[src/rtl/adder_rr_scheduler.sv]
// Shares one WIDTH-bit adder among N_REQ requesters using a round-robin
// valid/ready arbiter. Results are returned registered and tagged with the
// id of the requester that supplied the operands.
module adder_rr_scheduler #(
    parameter int unsigned N_REQ = 4,
    parameter int unsigned WIDTH = 8,
    localparam int unsigned ID_W = $clog2(N_REQ)
) (
    input  logic                     clk,
    input  logic                     rst_n,
    input  logic                     ena,
    input  logic [N_REQ-1:0]         req_valid,
    output logic [N_REQ-1:0]         req_ready,
    input  logic [N_REQ*WIDTH-1:0]   req_a,
    input  logic [N_REQ*WIDTH-1:0]   req_b,
    output logic                     rsp_valid,
    input  logic                     rsp_ready,
    output logic [ID_W-1:0]          rsp_id,
    output logic [WIDTH-1:0]         rsp_sum,
    output logic                     rsp_carry,
    output logic                     busy
);

    typedef enum logic [1:0] {
        S_IDLE = 2'd0,
        S_EXEC = 2'd1,
        S_HOLD = 2'd2
    } state_t;

    state_t             state;
    logic [ID_W-1:0]    ptr;
    logic [WIDTH-1:0]   op_a;
    logic [WIDTH-1:0]   op_b;
    logic [ID_W-1:0]    op_id;

    logic               grant_found;
    logic [ID_W-1:0]    grant_id;
    logic               grant_fire;
    logic [ID_W-1:0]    next_ptr;
    int unsigned        scan_idx;
    logic [WIDTH:0]     sum_full;

    logic [WIDTH-1:0]   a_slot [N_REQ];
    logic [WIDTH-1:0]   b_slot [N_REQ];

    // Unpack the flat operand buses into per-requester slots
    for (genvar i = 0; i < N_REQ; i++) begin : g_slot
        assign a_slot[i] = req_a[i*WIDTH +: WIDTH];
        assign b_slot[i] = req_b[i*WIDTH +: WIDTH];
    end

    // Round-robin scan starting at ptr; the lowest offset wins, so scan downwards
    always_comb begin
        grant_found = 1'b0;
        grant_id    = '0;
        scan_idx    = 0;
        for (int unsigned k = N_REQ; k > 0; k--) begin
            scan_idx = 32'(ptr) + (k - 1);
            if (scan_idx >= N_REQ) begin
                scan_idx = scan_idx - N_REQ;
            end
            if (req_valid[ID_W'(scan_idx)]) begin
                grant_found = 1'b1;
                grant_id    = ID_W'(scan_idx);
            end
        end
    end

    // Accept strobe is combinational so the handshake completes in the grant cycle
    always_comb begin
        grant_fire = (state == S_IDLE) && ena && grant_found;
        next_ptr   = (grant_id == ID_W'(N_REQ - 1)) ? '0 : grant_id + ID_W'(1);
        req_ready  = (grant_fire && rst_n) ? (N_REQ'(1) << grant_id) : '0;
        sum_full   = {1'b0, op_a} + {1'b0, op_b};
    end

    // Control FSM: IDLE -> EXEC -> HOLD -> IDLE, all outputs registered
    always_ff @(posedge clk or negedge rst_n) begin
        if (!rst_n) begin
            state     <= S_IDLE;
            ptr       <= '0;
            op_a      <= '0;
            op_b      <= '0;
            op_id     <= '0;
            rsp_valid <= 1'b0;
            rsp_sum   <= '0;
            rsp_carry <= 1'b0;
            rsp_id    <= '0;
            busy      <= 1'b0;
        end else begin
            case (state)
                S_IDLE: begin
                    if (grant_fire) begin
                        op_a  <= a_slot[grant_id];
                        op_b  <= b_slot[grant_id];
                        op_id <= grant_id;
                        ptr   <= next_ptr;
                        state <= S_EXEC;
                        busy  <= 1'b1;
                    end
                end
                S_EXEC: begin
                    {rsp_carry, rsp_sum} <= sum_full;
                    rsp_id    <= op_id;
                    rsp_valid <= 1'b1;
                    state     <= S_HOLD;
                end
                S_HOLD: begin
                    if (rsp_ready) begin
                        rsp_valid <= 1'b0;
                        state     <= S_IDLE;
                        busy      <= 1'b0;
                    end
                end
                default: begin
                    rsp_valid <= 1'b0;
                    state     <= S_IDLE;
                    busy      <= 1'b0;
                end
            endcase
        end
    end

endmodule
[config.mk]
export PLATFORM = sky130hd
export DESIGN_NAME = adder_rr_scheduler
export DESIGN_NICKNAME = d
export VERILOG_FILES = /design/src/rtl/adder_rr_scheduler.sv
export SDC_FILE = /design/constraint.sdc
export NUM_CORES = 1
export LEC_CHECK = 0
export BUFFER_PORTS_ARGS = -buffer_cell sky130_fd_sc_hd__buf_2
export CORE_ASPECT_RATIO = 1.75
export CORE_MARGIN = 8
export CORE_UTILIZATION = 51
export DETAILED_ROUTE_END_ITERATION = 6
export PLACE_DENSITY = 0.83
export SKIP_LAST_GASP = 1
export SLEW_MARGIN = 20
export SYNTH_ARGS = -nofsm -noshare
export SYNTH_HDL_FRONTEND = slang
export SYNTH_SLANG_ARGS = --single-unit
[constraint.sdc]
create_clock -name clk -period 3.18 [get_ports clk]
set_input_delay 0.636 -clock clk [delete_from_list [all_inputs] [get_ports clk]]
set_output_delay 0.636 -clock clk [all_outputs]
set_load 0.005 [all_outputs]
==> impl_results.md <==
- Cell Area, Placed: 2800 um^2
- Synth warn: 0
- Boundary pin count: 89
- Die Footprint: 7096 um^2
- Prevailing post-synth register cell: dfrtp_1
- First-pass GRT wire length: 9915 um
- Hold buffer count at CTS: 0
- Fin. Hold Viols: 0
- ANT cells: 0
- Status: complete, no violations
- Reg clk slew, reported paths: 0.07 ns
- Mapped cell area: 2340 um^2
- Share of cells above drive strength 1: 32.64%
- Worst Path Max Fanout: 19
- Core footprint: 4404 um^2
- Via density: 5.624
- Library cells used by synthesis: 43
- Top cells by area, synth: dfrtp_1 (37%), mux2i_1 (7.3%), ha_1 (6.4%)
- Max-Cap Viols: 0
- Global route overflow: 0
- Vias in the first global route: 2330
- Synthesized instance count: 251
- Total power: 2326 uW
- Crit path kind: reg -> out
- Final-layout fill cell count: 413
- Slew HR: 36.18%
- Avg WL per Cell: 14.95 um
- Worst clock skew: 0.004749 ns
- Largest net degree at the start of global routing: 36
- First drt pass iteration count: 4
- Worst hold path class: in -> async
- Final min period: 2.577 ns
- Critical path endpoint category: output port
- Area leader, netlist: dfrtp_1
- Sequential share of the synthesized area: 37.43%
- Cell Rows: 32
- # setup viols final: 0
- Post_cts resized: 0
- Drt first-iter violations: 49
- Final HPWL from detailed placement: 4761 um
- DR vias: 2182
- Synthesized net count: 336
- Worst-Margin Slew: 0.9573 ns
- WP data required: 2.54 ns
- Die width: 67.20 um
- Final WL: 5800 um
- TritonCTS clock tree: built
- Sum Neg Setup Slack: 0 ns
- LEAKAGE: 0.001502 uW
- Gr usage total: 17.26%
- Crit path cell chain: nand2b_1 > a21o_1 > and2_4 > inv_6 > ha_1 > and3_1 > buf_2
- Final Cell Area: 2889 um^2
- Sink Count: 35
- Mapped Avg Cell Area: 9.322 um^2
- Number of H-tree levels: 2
- Root Driver: clkbuf_8
- Fin nets: 421
- Crit path max-delay family: simple AND/OR/NAND/NOR gates
- Initial antenna violation count: 0
- Worst Path Arrival: 1.94 ns
- Crit-path slowest cell: dfrtp_1
- Synth top area share: 37.43%
- Final period utilization: 81.05%
- Post-synth EDFFs: 0
- Synth Register Bits: 35
- Worst setup SP type: register
- Initial core utilization: 53.13%
- Port Buffers: 88
- Clk_lat worst skew: 0.29 ns
- Clock Path Buffers: 2
- Ys async rst share: 100.0%
- Peak VDD IR: 0.0006529 V
- Routability Congestion: 0.7819
- Slowest stage delay, CP: 0.45 ns
- Total CTS buffers: 5
- Worst path bufs/invs: 2
- Area grow syn2layout: 23.48%
- Detail Route Antenna Nets: 0
- Cell area power density: 805.0 nW/um^2
- Die height: 105.6 um
- Fmax: 0.3880 GHz
- Slew Limit Fails: 0
- DRC: 0
- Setup Buffers After CTS: 0
- Unrepaired setup endpoints after global routing: false
state kept, by name, summed over array words and instances (netlist names):
signal and count:
rsp_carry 1, state 2, op_id 2, op_a 8, rsp_valid 1, op_b 8
rsp_sum 8, busy 1, ptr 2, rsp_id 2
logic make-up after synthesis:
family | after synthesis | synth area share [%]
simple gates | 83 | 19.04
compound gates | 76 | 22.14
flops | 35 | 37.43
buf+inv | 22 | 4.652
mux | 20 | 8.716
fa+ha+maj | 13 | 7.273
xor+xnor | 2 | 0.7488
path summary, 6_finish.rpt:
check	startpoint	end	slack [ns]	cells past startpoint
max	ptr[1]$_DFFE_PN0P_	req_ready[0]	0.60	7
min	rst_n	busy$_DFFE_PN0P_	0.40	2
max reg2reg	state[1]$_DFFE_PN0P_	op_a[6]$_DFFE_PN0P_	1.15	6
min reg2reg	busy$_DFFE_PN0P_	busy$_DFFE_PN0P_	0.47	2
max in group asynchronous	rst_n	op_b[0]$_DFFE_PN0P_	2.46	2
min in group clk	busy$_DFFE_PN0P_	busy$_DFFE_PN0P_	0.47	2
synth_stat cells (6+ instances only):
| library cell | count |
|---|---|
| nand2_1 | 29 |
| ha_1 | 12 |
| dfrtp_1 | 35 |
| mux2i_1 | 17 |
| inv_1 | 6 |
| nor2_1 | 8 |
| a21boi_0 | 16 |
| and3_1 | 21 |
| nor3b_1 | 7 |
| clkbuf_1 | 6 |
| o21ai_0 | 23 |
| o211ai_1 | 15 |
power by group:
| part | switching [uW] | internal, uW |
|---|---|---|
| clock | 167 | 152 |
| combinational | 661 | 562 |
| sequential | 127 | 657 |
placed cells by master, fill, tap and decap left out, types with 2 or more instances in the layout:
| cell | instances |
|---|---|
| clkinvlp_4 | 2 |
| a221oi_1 | 2 |
| inv_1 | 6 |
| o31ai_1 | 2 |
| a211oi_1 | 2 |
| nand2_1 | 29 |
| nand2b_1 | 4 |
| nor3b_1 | 7 |
| mux2i_1 | 17 |
| o21a_1 | 2 |
| a21o_1 | 4 |
| ha_1 | 12 |
| clkbuf_8 | 5 |
| mux2_2 | 3 |
| o211ai_1 | 15 |
| o221ai_1 | 2 |
| o21ai_0 | 23 |
| or4_1 | 3 |
| a21boi_0 | 16 |
| and3_1 | 21 |
| nor2_1 | 8 |
| a21oi_1 | 4 |
| dfrtp_1 | 35 |
| buf_2 | 88 |
| buf_4 | 4 |
| nand3_1 | 4 |
routing by layer:
metal,share of wire [%],wire length (um),global-route usage (%)
met1,40,2303,18.33
met2,53,3050,30.93
met3,5.3,310,3.712
met4,2.3,136,7.368
met5,0,0,0
per-stage QoR:
step	std cells	setup slack [ns]	utilization (%)	hold WS, ns
4_1_cts	388	0.5960	65.60	0.4189
2_1_floorplan	251	0.9294	-	0.3404
5_1_grt	388	0.4779	65.60	0.4531
6_report	388	0.6027	65.60	0.4049
3_5_place_dp	380	0.6057	63.58	0.4607
3_3_place_gp	380	0.7010	63.58	0.4556
cell type report:
| class | count | area [um^2] | share of cell area [%] |
|---|---|---|---|
| Sequential cell | 35 | 875.8 | 30.32 |
| Tap cell | 51 | 63.81 | 2.209 |
| Clock buffer | 5 | 68.82 | 2.382 |
| Inverter | 8 | 35.03 | 1.213 |
| Clock inverter | 3 | 20.02 | 0.6929 |
| Multi-Input combinational cell | 194 | 1355 | 46.90 |
| Timing Repair Buffer | 92 | 470.5 | 16.28 |
No activity file was read; power rests on OpenSTA's default activity.
